### src/rtl/if_stage.sv
// Instruction fetch stage: IDLE/WAIT/HOLD fetch FSM feeding registered IF/ID outputs.
// Define ICACHE_EN to add a direct-mapped instruction cache of ICACHE_LINES words.
module if_stage #(
  parameter logic [31:0] RESET_PC     = 32'h0,
  parameter int unsigned ICACHE_LINES = 64
) (
  input  logic        clk,
  input  logic        rst,
  input  logic        rdy,
  input  logic        stall_i,
  input  logic        jump_i,
  input  logic [31:0] jump_addr_i,
  output logic        mem_req_o,
  output logic [31:0] mem_addr_o,
  input  logic        mem_ready_i,
  input  logic [31:0] mem_inst_i,
  output logic [31:0] pc_o,
  output logic [31:0] inst_o,
  output logic        branch_o
);

  localparam logic [6:0] OP_JAL = 7'b1101111;

  typedef enum logic [1:0] {IDLE = 2'd0, WAIT = 2'd1, HOLD = 2'd2} state_t;

  state_t      r_state;
  logic [31:0] r_pc;
  logic [31:0] r_buf;
  logic        r_discard;
  logic [31:0] r_pc_o;
  logic [31:0] r_inst_o;
  logic        r_branch_o;
  logic        r_mem_req;
  logic [31:0] r_mem_addr;

  logic        w_hit;
  logic [31:0] w_hit_inst;
  logic        w_accept;
  logic        w_emit;
  logic [31:0] w_emit_inst;
  logic        w_is_jal;
  logic [31:0] w_jimm;
  logic [31:0] w_next_pc;

  // A returned word is usable only if no redirect arrived with or before it
  assign w_accept = (r_state == WAIT) && mem_ready_i && !jump_i && !r_discard;
  assign w_emit   = !jump_i && !stall_i &&
                    (((r_state == IDLE) && w_hit) || w_accept || (r_state == HOLD));

  always_comb begin
    case (r_state)
      WAIT:    w_emit_inst = mem_inst_i;
      HOLD:    w_emit_inst = r_buf;
      default: w_emit_inst = w_hit_inst;
    endcase
  end

  assign w_is_jal  = (w_emit_inst[6:0] == OP_JAL);
  assign w_jimm    = {{12{w_emit_inst[31]}}, w_emit_inst[19:12], w_emit_inst[20],
                      w_emit_inst[30:21], 1'b0};
  assign w_next_pc = r_pc + (w_is_jal ? w_jimm : 32'd4);

`ifdef ICACHE_EN
  localparam int unsigned IDX_W = (ICACHE_LINES > 1) ? $clog2(ICACHE_LINES) : 1;
  localparam int unsigned TAG_W = 32 - IDX_W - 2;

  logic [ICACHE_LINES-1:0] r_valid;
  logic [TAG_W-1:0]        r_tag  [ICACHE_LINES];
  logic [31:0]             r_data [ICACHE_LINES];
  logic [IDX_W-1:0]        w_idx;
  logic [TAG_W-1:0]        w_tag;
  logic                    w_fill;

  assign w_idx      = r_pc[IDX_W+1:2];
  assign w_tag      = r_pc[31:IDX_W+2];
  assign w_hit      = r_valid[w_idx] && (r_tag[w_idx] == w_tag);
  assign w_hit_inst = r_data[w_idx];
  assign w_fill     = rdy && w_accept;

  always_ff @(posedge clk) begin
    if (!rst) begin
      r_valid <= '0;
    end else if (w_fill) begin
      r_valid[w_idx] <= 1'b1;
    end
  end

  // Tag/data storage needs no reset; the valid bits gate every hit
  always_ff @(posedge clk) begin
    if (w_fill) begin
      r_tag[w_idx]  <= w_tag;
      r_data[w_idx] <= mem_inst_i;
    end
  end
`else
  assign w_hit      = 1'b0;
  assign w_hit_inst = 32'h0;

  // Line count only matters with the cache; nothing to build here
  if (ICACHE_LINES == 0) begin : g_no_lines
  end
`endif

  always_ff @(posedge clk) begin
    if (!rst) begin
      r_state    <= IDLE;
      r_pc       <= RESET_PC;
      r_buf      <= 32'h0;
      r_discard  <= 1'b0;
      r_pc_o     <= 32'h0;
      r_inst_o   <= 32'h0;
      r_branch_o <= 1'b0;
      r_mem_req  <= 1'b0;
      r_mem_addr <= 32'h0;
    end else if (rdy) begin
      if (w_emit) begin
        r_pc_o     <= r_pc;
        r_inst_o   <= w_emit_inst;
        r_branch_o <= w_is_jal;
      end else if (jump_i || !stall_i) begin
        r_pc_o     <= 32'h0;
        r_inst_o   <= 32'h0;
        r_branch_o <= 1'b0;
      end

      if (jump_i) begin
        r_pc <= jump_addr_i;
        // An in-flight request cannot be withdrawn; remember to drop its data
        if ((r_state == WAIT) && !mem_ready_i) begin
          r_discard <= 1'b1;
        end else begin
          r_state   <= IDLE;
          r_discard <= 1'b0;
          r_mem_req <= 1'b0;
        end
      end else begin
        if (w_emit) begin
          r_pc    <= w_next_pc;
          r_state <= IDLE;
        end
        case (r_state)
          IDLE: begin
            if (!stall_i && !w_hit) begin
              r_mem_req  <= 1'b1;
              r_mem_addr <= r_pc;
              r_state    <= WAIT;
            end
          end
          WAIT: begin
            if (mem_ready_i) begin
              r_mem_req <= 1'b0;
              r_discard <= 1'b0;
              if (r_discard) begin
                r_state <= IDLE;
              end else if (stall_i) begin
                r_buf   <= mem_inst_i;
                r_state <= HOLD;
              end
            end
          end
          HOLD: ;
          default: r_state <= IDLE;
        endcase
      end
    end
  end

  assign mem_req_o  = r_mem_req;
  assign mem_addr_o = r_mem_addr;
  assign pc_o       = r_pc_o;
  assign inst_o     = r_inst_o;
  assign branch_o   = r_branch_o;

endmodule

### config.mk
export PLATFORM = sky130hd
export DESIGN_NAME = if_stage
export DESIGN_NICKNAME = d
export VERILOG_FILES = /design/src/rtl/if_stage.sv
export SDC_FILE = /design/constraint.sdc
export NUM_CORES = 1
export LEC_CHECK = 0
export BUFFER_PORTS_ARGS = -buffer_cell sky130_fd_sc_hd__buf_4
export CAP_MARGIN = 20
export CORE_AREA = 5 5 124 137
export CTS_CLUSTER_SIZE = 24
export DETAILED_ROUTE_END_ITERATION = 16
export DIE_AREA = 0 0 129 142
export PLACE_DENSITY = 0.89
export SETUP_SLACK_MARGIN = 0.4
export SYNTH_ARGS = -nofsm -noshare
export SYNTH_HDL_FRONTEND = slang
export SYNTH_SLANG_ARGS = --single-unit
### constraint.sdc
create_clock -name clk -period 5.7 [get_ports clk]
set_input_delay 0.285 -clock clk [delete_from_list [all_inputs] [get_ports clk]]
set_output_delay 0.285 -clock clk [all_outputs]
set_load 0.05 [all_outputs]
==> results of run 1 <==
## path summary, 6_finish.rpt
path / startpoint / to / slack, ns / cells past startpoint
setup / recovery: r_state[0] / r_pc[29] / 0.95 / 16
hold / removal: mem_inst_i[8] / r_buf[8] / 0.11 / 3
setup reg to reg: r_state[0] / r_pc[29] / 0.95 / 16
hold reg to reg: mem_addr_o[17] / mem_addr_o[17] / 0.45 / 2
## routing by layer
metal	wire length [um]	vias up
met3	1750	44
met1	9900	3828
li1	-	3993
met4	554	0
met2	11800	336
met5	0	-
## cell type report
type	instances	area (um2)	area share [%]
clock inverter	9	108	1.06
timing repair buffer	179	1350	13.3
tap	200	250	2.47
clock buffer	21	440	4.35
multi-input combinational	818	4620	45.6
sequential	165	3300	32.6
inverter	14	55.1	0.544
## synthesized netlist by cell type (7+ instances only)
cell type,n
a22o_1,21
nand2_1,200
nand3_1,15
a22oi_1,43
ha_1,34
nor2_1,158
buf_2,12
nand4_1,8
xnor2_1,14
inv_1,13
a31oi_1,8
dfxtp_1,165
a21oi_1,144
clkbuf_1,58
o211ai_1,9
a21o_1,7
a211oi_1,9
o21ai_0,37
nor3_1,7
## power by group
| group | total (W) | internal (W) | switching, W |
|---|---|---|---|
| clock network | 0.00110 | 0.000638 | 0.000464 |
| registers | 0.00120 | 0.00117 | 0.0000239 |
| logic | 0.000230 | 0.0000876 | 0.000143 |
| total | 0.00253 | 0.00190 | 0.000630 |
## tightest hold or removal path, delay by kind of cell
kind	cells	cell delay, ns
AND/OR/NAND/NOR	1	0.05
AO/OA/AOI/OAI	1	0.05
buffers and inverters	1	0.11
## state kept, by name (all words and copies together) (netlist names)
name and flops:
r_discard 1, mem_addr_o 32, inst_o 32, mem_req_o 1, branch_o 1, pc_o 32
r_buf 32, r_pc 32, r_state 2
## cells by family after synthesis
logic type | count (synthesis)
AO/OA/AOI/OAI | 335
adder cells (fa/ha/maj) | 35
XOR/XNOR | 19
flip-flops | 165
buffers and inverters | 93
AND/OR/NAND/NOR | 423
multiplexers | 6
## per-stage QoR
step                      setup WS (ns)  std cells  hold WS [ns]  area (um2)  power, W
final                             0.950       1406         0.108       10100   0.00253
after global routing              0.752       1406         0.110       10100   0.00261
after CTS                          1.01       1405        0.0998       10100   0.00253
after detailed placement           1.13       1375         0.446        9560   0.00145
after global placement             1.20       1375         0.441        9560   0.00145
after floorplan                    1.67       1076         0.421        8290   0.00136
## layout by cell type (no fill, tap or decap), types with 5 or more instances in the layout
master,n
a21oi_1,144
clkbuf_16,17
buf_4,178
dfxtp_1,165
a31oi_1,8
or3_1,6
nor3_1,7
a22o_1,21
nor2b_1,5
xor2_1,5
o21ai_0,36
o21ai_1,6
mux2i_1,6
xnor2_1,14
o211ai_1,9
a22oi_1,43
nor2_1,157
nand4_1,8
nand2_1,200
nand2b_1,5
a21o_1,7
ha_1,34
inv_1,13
a211oi_1,9
nand3_1,15
o21a_1,6
==> flow_metrics.tcl, run 1 <==
set metrics [dict create \
    grt.met3_usage_pct 5.37 \
    synth_seq_cells 165 \
    fin_util_pct 65.3 \
    cpMaxStageDelayCell "ha_1" \
    critPathMaxStageDelay_ns 0.68 \
    status "finished clean" \
    clockBufferDepth 2 \
    postRouteAntennaNets 0 \
    syn_inst 1076 \
    slew_viol_final 0 \
    relSlewSlack_pct 39.8 \
    cts.sinks 165 \
    synth-adder-area-share_pct 5.38 \
    crit_fanout 23 \
    start_kind "register" \
    synthMuxAreaShare_pct 0.725 \
    use_met1_pct 32.4 \
    setup_tns_ns 0 \
    fillers 1302 \
    synth_top_family_by_area "compound AO/OA/AOI/OAI gates" \
    yosys-top-cells-area "dfxtp_1, nand2_1, a21oi_1" \
    clk_root_buffer_cell "clkbuf_16" \
    timing.final.crit_period_ns 4.75 \
    setup_viol 0 \
    arrival_ns 5.03 \
    fp.coreArea_mm2 0.0155 \
    wirelength_mm 24.0 \
    grt-busiest-layer "met2" \
    syn_area_per_cell_um2 7.70 \
    drive_gt1_share_pct 19.1 \
    vias 8201 \
    worst_pin_slew_ns 0.903 \
    dieHeight_um 142 \
    clock.fmax_mhz 211 \
    synthXorXnorAreaFrac_pct 2.01 \
    syn_area_mm2 0.00829 \
    use_met2_pct 44.2 \
    area_growth_syn_to_layout_pct 22.2 \
    powerDensity_mw_per_mm2 250 \
    die_w_um 129 \
    grt-ovfl-total 0 \
    htree_levels 4 \
    cap_violations 0 \
    hold_class "in -> reg" \
    antenna_found_initial 0 \
    crit_required_ns 5.98 \
    finalHoldViolations 0 \
    ys_warn_count 0 \
    grt_max_degree 92 \
    yosysSeqAreaShare_pct 39.9 \
    dp_hpwl_mm 17.0 \
    drcViolationCount 0 \
    start_util_pct 53.5 \
    rows 48 \
    nets 1300 \
    wl_per_cell_um 17.1 \
    finalCritPeriodShare_pct 83.3 \
    postCtsSetupRepairBufs 0 \
    drt_iter0_markers 644 \
    synth-simple-area-share_pct 21.3 \
    cts_resized 0 \
    finClkSkew_ns 0.0113 \
    drt_first_pass_iters 5 \
    synth.distinct_cells 70 \
    clk_pin_slew_ns 0.06 \
    diodes 0 \
    num_io_pins 168 \
    routabilityCongestion 0.922 \
    crit_top_cell "o21ai_1" \
    grt_pass1_vias 7683 \
    yosysTopAreaCellShare_pct 39.9 \
    grt_pass1_wl_mm 38.3 \
    ir_drop_mv 0.194 \
    clock_latency_ns 0.44 \
    synth_compound_area_share_pct 26.2 \
    cp_top_family "compound AO/OA/AOI/OAI gates" \
    yosysTopAreaCell "dfxtp_1" \
    cts-hold-fix-buffers 0 \
    grt_use_total_pct 25.9 \
    synth_enable_flop_cells 0 \
    synth_top_flop_cell "dfxtp_1" \
    crit_path_end_kind "register" \
    critPathBufInv 0 \
    async_flop_share_pct 0 \
    rsz0062_at_grt "no" \
    viasPerCell 5.83 \
    synthesis.nets 1181 \
    cts_tree "done" \
    p_leak_nw 4.03 \
    worstSetupPathType "reg -> reg" \
    path_cells "ha_1, a22o_1, nand2_1, nand4bb_1, or2_2, nand2b_1, fa_1, a211oi_2, o21ai_1, nor2b_4, a21oi_4, o41ai_4, o41ai_2, o21ai_1, xnor2_1, o22ai_1" \
    portBuffers 167 \
    cts_buffers 17 \
    die_area_mm2 0.0183 \
]
Power figures use the tool's default switching activity.
==> inputs of run 2 (changes only) <==
==> constraint.sdc (replaced) <==
create_clock -name clk -period 4.4 [get_ports clk]
set_input_delay 0.22 -clock clk [delete_from_list [all_inputs] [get_ports clk]]
set_output_delay 0.22 -clock clk [all_outputs]
set_load 0.05 [all_outputs]
==> run 2 against run 1 <==
Against the previous run: via count up 3.1%; non-clock buffer count up 23; sequential share of layout area down 1.3 points; global-route usage up 0.62 points; sequential power up 29%; hold slack worse by 0.061 ns; fmax up 21%; die area unchanged; power up 34%; setup slack worse by 0.48 ns; clock power up 38%; core utilization up 2.8 points; critical endpoint unchanged; largest power group unchanged; highest routed layer unchanged.
==> flow_metrics.tcl, run 2 (synthesized netlist as in run 1, its figures left out) <==
set metrics [dict create \
    status "finished clean" \
    dieHeight_um 142 \
    worstSetupPathType "reg -> reg" \
    reg2reg_depth 18 \
    clk_pin_slew_ns 0.06 \
    diodes 0 \
    clk_root_buffer_cell "clkbuf_16" \
    die_w_um 129 \
    grt-ovfl-total 0 \
    critPathBufInv 2 \
    htree_levels 4 \
    rsz0062_at_grt "yes" \
    path_cells "inv_2, ha_4, buf_4, a32o_1, a32oi_2, or2_4, nor2_1, ha_2, fa_2, a211oi_4, o21ai_2, nor2b_4, a21oi_4, o41ai_4, o41ai_4, o21ai_1, xnor2_1, o22ai_1" \
    powerDensity_mw_per_mm2 320 \
    relSlewSlack_pct 46.0 \
    reg2reg_to "r_pc[29]" \
    die_area_mm2 0.0183 \
    rows 48 \
    cp_top_family "compound AO/OA/AOI/OAI gates" \
    antenna_found_initial 0 \
    final_cell_mix "buf_4, nand2_1, dfxtp_1" \
    portBuffers 167 \
    clock.fmax_mhz 255 \
    worst_pin_slew_ns 0.809 \
    ir_drop_mv 0.226 \
    num_io_pins 168 \
    drcViolationCount 0 \
    grt_pass1_wl_mm 39.4 \
    fp.coreArea_mm2 0.0155 \
    p_leak_nw 4.18 \
    wirelength_mm 25.3 \
    drt_first_pass_iters 6 \
    finalCritPeriodShare_pct 89.3 \
    holdWs_ns 0.0470 \
    cts-hold-fix-buffers 0 \
    area_growth_syn_to_layout_pct 27.3 \
    layout_commonest_cell "buf_4" \
    crit_path_end_kind "register" \
    fillers 1248 \
    timing.final.crit_period_ns 3.93 \
    cts.sinks 165 \
    cts_tree "done" \
    cpMaxStageDelayCell "fa_2" \
    grt_max_degree 66 \
    crit_required_ns 4.70 \
    min_path_cells 3 \
    whs_endpoint "r_buf[28]" \
    drive_gt1_share_pct 23.4 \
    grt_pass1_vias 7947 \
    start_util_pct 53.5 \
    holdCritStartpoint "mem_inst_i[28]" \
    postRouteAntennaNets 0 \
    clockBufferDepth 2 \
    reg2reg_from "r_state[1]" \
    critPathMaxStageDelay_ns 0.42 \
    wl_per_cell_um 17.7 \
    crit_top_cell "o41ai_4" \
    finalHoldViolations 0 \
    setup_viol 0 \
    grt_use_total_pct 26.5 \
    finClkSkew_ns 0.00753 \
    dp_hpwl_mm 17.1 \
    hold_class "in -> reg" \
    slew_viol_final 0 \
    cts_buffers 17 \
    vias 8456 \
    rrSetupSlack_ns 0.47 \
    arrival_ns 4.23 \
    crit_fanout 6 \
    viasPerCell 5.91 \
    drt_iter0_markers 690 \
    setup_tns_ns 0 \
    clock_latency_ns 0.43 \
    start_kind "register" \
    cap_violations 0 \
    nets 1324 \
    routabilityCongestion 0.982 \
]
[run 2: final cells by class]
cell class / instances / area (um2) / share of cell area (%)
repair buffers: 202 / 1520 / 14.4
inverters: 14 / 55.1 / 0.522
clock buffers: 20 / 447 / 4.23
clock inverters: 11 / 153 / 1.45
multi-input cells: 819 / 4820 / 45.7
flip-flops and latches: 165 / 3310 / 31.4
well taps: 200 / 250 / 2.37
[run 2: worst max path at each step]
stage	from	end	slack, ns	cells past startpoint
after floorplan	r_state[1]	r_pc[11]	0.49	20
after global placement	r_state[1]	r_pc[29]	0.18	18
after detailed placement	r_state[1]	r_pc[29]	0.007	18
after CTS	r_state[1]	r_pc[30]	0.43	16
after global routing	r_state[1]	r_pc[30]	0.32	18
final	r_state[1]	r_pc[29]	0.47	18
[run 2: where the power goes]
part           internal, W  switching, W  total [W]
combinational     0.000122      0.000190   0.000312
clock             0.000907      0.000609    0.00152
sequential         0.00152     0.0000319    0.00155
[run 2: per-layer routing]
metal / vias to the layer above / wire length (um) / track usage (%)
met1: 3999 / 9870 / 33.9
met4: 0 / 617 / 9.40
li1: 4032 / - / -
met2: 376 / 12700 / 44.2
met3: 49 / 2160 / 5.63
met5: - / 0 / 0
[run 2: repair_timing]
item                       in CTS  in global routing
buffers inserted                5                 13
cloned                          1                  0
setup endpoints to repair      17                 18
gates resized for setup        13                 34
pin swaps                       7                 20
[run 2: worst register-to-register path, delay by kind of cell, from the launching register on]
kind,cells,cell delay (ns)
AOI/OAI and AO/OA,9,1.82
adders and majority gates,3,0.80
and+or+nand+nor,3,0.42
DFF,1,0.38
buffers and inverters,2,0.22
xor gates and xnor gates,1,0.17
[run 2: per-stage QoR]
stage	power (W)	setup WS, ns	instance area (um2)	utilization [%]	instances
after floorplan	0.00176	0.487	8290	-	1076
after detailed placement	0.00188	0.00705	9610	62.0	1381
after global routing	0.00349	0.321	10600	68.1	1431
after CTS	0.00338	0.434	10300	66.5	1418
final	0.00338	0.473	10600	68.1	1431
after global placement	0.00187	0.177	9610	62.0	1381
==> inputs of run 3 (changes only) <==
--- a/config.mk
+++ b/config.mk
@@ -5,12 +5,13 @@
 export SDC_FILE = /design/constraint.sdc
 export NUM_CORES = 1
 export LEC_CHECK = 0
+export ABC_AREA = 1
 export BUFFER_PORTS_ARGS = -buffer_cell sky130_fd_sc_hd__buf_4
 export CAP_MARGIN = 20
-export CORE_AREA = 5 5 124 137
+export CORE_AREA = 5 5 128 142
 export CTS_CLUSTER_SIZE = 24
 export DETAILED_ROUTE_END_ITERATION = 16
-export DIE_AREA = 0 0 129 142
+export DIE_AREA = 0 0 133 147
 export PLACE_DENSITY = 0.89
 export SETUP_SLACK_MARGIN = 0.4
 export SYNTH_ARGS = -nofsm -noshare
==> run 3 against run 2 <==
Against the previous run: largest power group unchanged; power down 0.54%; sequential share of layout area shrank 1.0 points; combinational power up 19%; core utilization fell by 2.9 points; fmax grew 7.1%; non-clock buffer count decreased by 26; design area grew 3.2%; global-route usage is 1.5 points higher; critical path type unchanged; clock skew is 0.0034 ns higher; clock power is 6% lower.
==> flow_metrics.tcl, run 3 <==
set metrics [dict create \
    status "finished clean" \
    hold_class "in -> reg" \
    ys_warn_count 0 \
    layout_commonest_cell "nand2_1" \
    clk_pin_slew_ns 0.07 \
    crit_required_ns 4.72 \
    cpMaxStageDelayCell "ha_1" \
    post-place-cells 1722 \
    die_w_um 133 \
    clock_latency_ns 0.43 \
    instances_no_fill 1756 \
    yosysTopAreaCellShare_pct 36.5 \
    rrSetupSlack_ns 0.73 \
    synth_enable_flop_cells 0 \
    htree_levels 4 \
    finalPower_w 0.00336 \
    rows 50 \
    antenna_found_initial 0 \
    powerDensity_mw_per_mm2 309 \
    yosysTopAreaCell "dfxtp_1" \
    synth_seq_cells 165 \
    crit_path_end_kind "register" \
    area_growth_syn_to_layout_pct 20.3 \
    async_flop_share_pct 0 \
    portBuffers 167 \
    relSlewSlack_pct 42.8 \
    postRouteAntennaNets 0 \
    drive_gt1_share_pct 14.7 \
    worstSetupPathType "reg -> reg" \
    setup_tns_ns 0 \
    vias 9645 \
    netlist_top_cells_count "nand2_1, a21oi_1, dfxtp_1" \
    yosysMostFrequentCell "nand2_1" \
    wl_per_cell_um 16.1 \
    syn_inst 1408 \
    fp.coreArea_mm2 0.0167 \
    grt-ovfl-total 0 \
    worst_pin_slew_ns 0.857 \
    clock.fmax_mhz 273 \
    slew_viol_final 0 \
    clk_root_buffer_cell "clkbuf_16" \
    critPathMaxStageDelay_ns 0.49 \
    wirelength_mm 28.3 \
    diodes 0 \
    fillers 1485 \
    grt_pass1_vias 8975 \
    cts_buffers 17 \
    die_area_mm2 0.0196 \
    viasPerCell 5.49 \
    drt_iter0_markers 1124 \
    timing.final.crit_period_ns 3.67 \
    crit_fanout 19 \
    grt_pass1_wl_mm 44.8 \
    finalCritPeriodShare_pct 83.3 \
    rsz0062_at_grt "no" \
    ir_drop_mv 0.267 \
    synthesis.nets 1513 \
    final_cell_mix "nand2_1, a21oi_1, buf_4" \
    arrival_ns 3.98 \
    cts_tree "done" \
    synth.distinct_cells 38 \
    crit_top_cell "nand2_1" \
    path_cells "inv_1, ha_1, nand2_1, nand2_1, nand2_1, nor2_1, nand2_2, inv_1, nand2_1, fa_1, nand3_1, nand3_1, nand2_1, nand2_1, a21o_1, or2_2, nand3_1, a21oi_1" \
    grt_use_total_pct 28.0 \
    start_kind "register" \
    cts.sinks 165 \
    yosys-top-cells-area "dfxtp_1, nand2_1, a21oi_1" \
    setup_viol 0 \
    postCtsSetupRepairBufs 0 \
    p_leak_nw 5.12 \
    num_io_pins 168 \
    drt_first_pass_iters 6 \
    drcViolationCount 0 \
    dp_hpwl_mm 20.5 \
    holdWs_ns 0.0239 \
    nets 1640 \
    grt_max_degree 86 \
    synth_top_flop_cell "dfxtp_1" \
    routabilityCongestion 0.983 \
    finalHoldViolations 0 \
    clockBufferDepth 2 \
    syn_area_mm2 0.00905 \
    dieHeight_um 147 \
    syn_area_per_cell_um2 6.43 \
    start_util_pct 54.2 \
    cap_violations 0 \
    finClkSkew_ns 0.0109 \
    yosysSeqAreaShare_pct 36.5 \
]
==> run 3: cell types whose count changed after synthesis, sizes merged, moves of 37 or more <==
cell and delta:
a22oi -43, nor2 -38, a21oi +37, nand3 +52, inv +155, o21ai +66, nand2 +238
==> run 3: routing by layer <==
layer  vias to the layer above  GRT usage [%]  part of all wire (%)
li1                       4748              -                     -
met1                      4448           37.5                    42
met2                       405           46.2                    47
met3                        44           5.14                   9.0
met4                         0           8.06                   2.0
met5                         -              0                     0
==> run 3: cell families (layout without fill, tap and decap cells) <==
family          Yosys count  in the layout  share of synthesized area [%]
compound gates          310            310                           17.8
xor+xnor                 12             12                           1.16
fa+ha+maj                35             35                           4.92
flops                   165            165                           36.5
buf+inv                 237            377                           10.6
simple gates            649            649                           29.0
==> run 3: final timing paths <==
kind / from / to / cells past startpoint
worst min-delay path: mem_inst_i[9] / r_buf[9] / 3
worst max-delay path: r_state[0] / r_pc[17] / 18
worst max register to register: r_state[0] / r_pc[17] / 18
worst min register to register: inst_o[0] / inst_o[0] / 2
==> run 3: where the power goes <==
part           leakage (nW)  internal, W  switching, W
Sequential             1.34      0.00153     0.0000353
Combinational          3.52     0.000125      0.000245
Clock                 0.271     0.000763      0.000663
Total                  5.12      0.00242      0.000944
==> run 3: layout make-up <==
| class | count | area, um2 | share of cell area (%) |
|---|---|---|---|
| Tap cell | 208 | 260 | 2.39 |
| Sequential cell | 165 | 3300 | 30.3 |
| Clock inverter | 12 | 96.3 | 0.885 |
| Timing Repair Buffer | 176 | 1330 | 12.2 |
| Multi-Input combinational cell | 1006 | 4800 | 44.1 |
| Clock buffer | 20 | 457 | 4.19 |
| Inverter | 169 | 637 | 5.85 |
==> run 3: worst max-delay path: cells and delay by family, from the launching register on <==
family	cells	cell delay, ns
AO/OA/AOI/OAI	2	0.26
buffers and inverters	2	0.25
flip-flops	1	0.36
AND/OR/NAND/NOR	12	1.72
adder cells (fa/ha/maj)	2	0.94
==> run 3: through the flow <==
stage / area, um2 / utilization (%) / worst slack (ns)
2_1_floorplan: 9050 / - / 1.16
3_3_place_gp: 10300 / 61.7 / 0.647
3_5_place_dp: 10300 / 61.7 / 0.641
4_1_cts: 10900 / 65.0 / 0.621
5_1_grt: 10900 / 65.2 / 0.434
6_report: 10900 / 65.2 / 0.734
==> run 3: what timing repair did <==
item,in CTS,in global routing
hold buffers,0,0
gates resized for setup,0,1
endpoints found under the setup margin,0,17
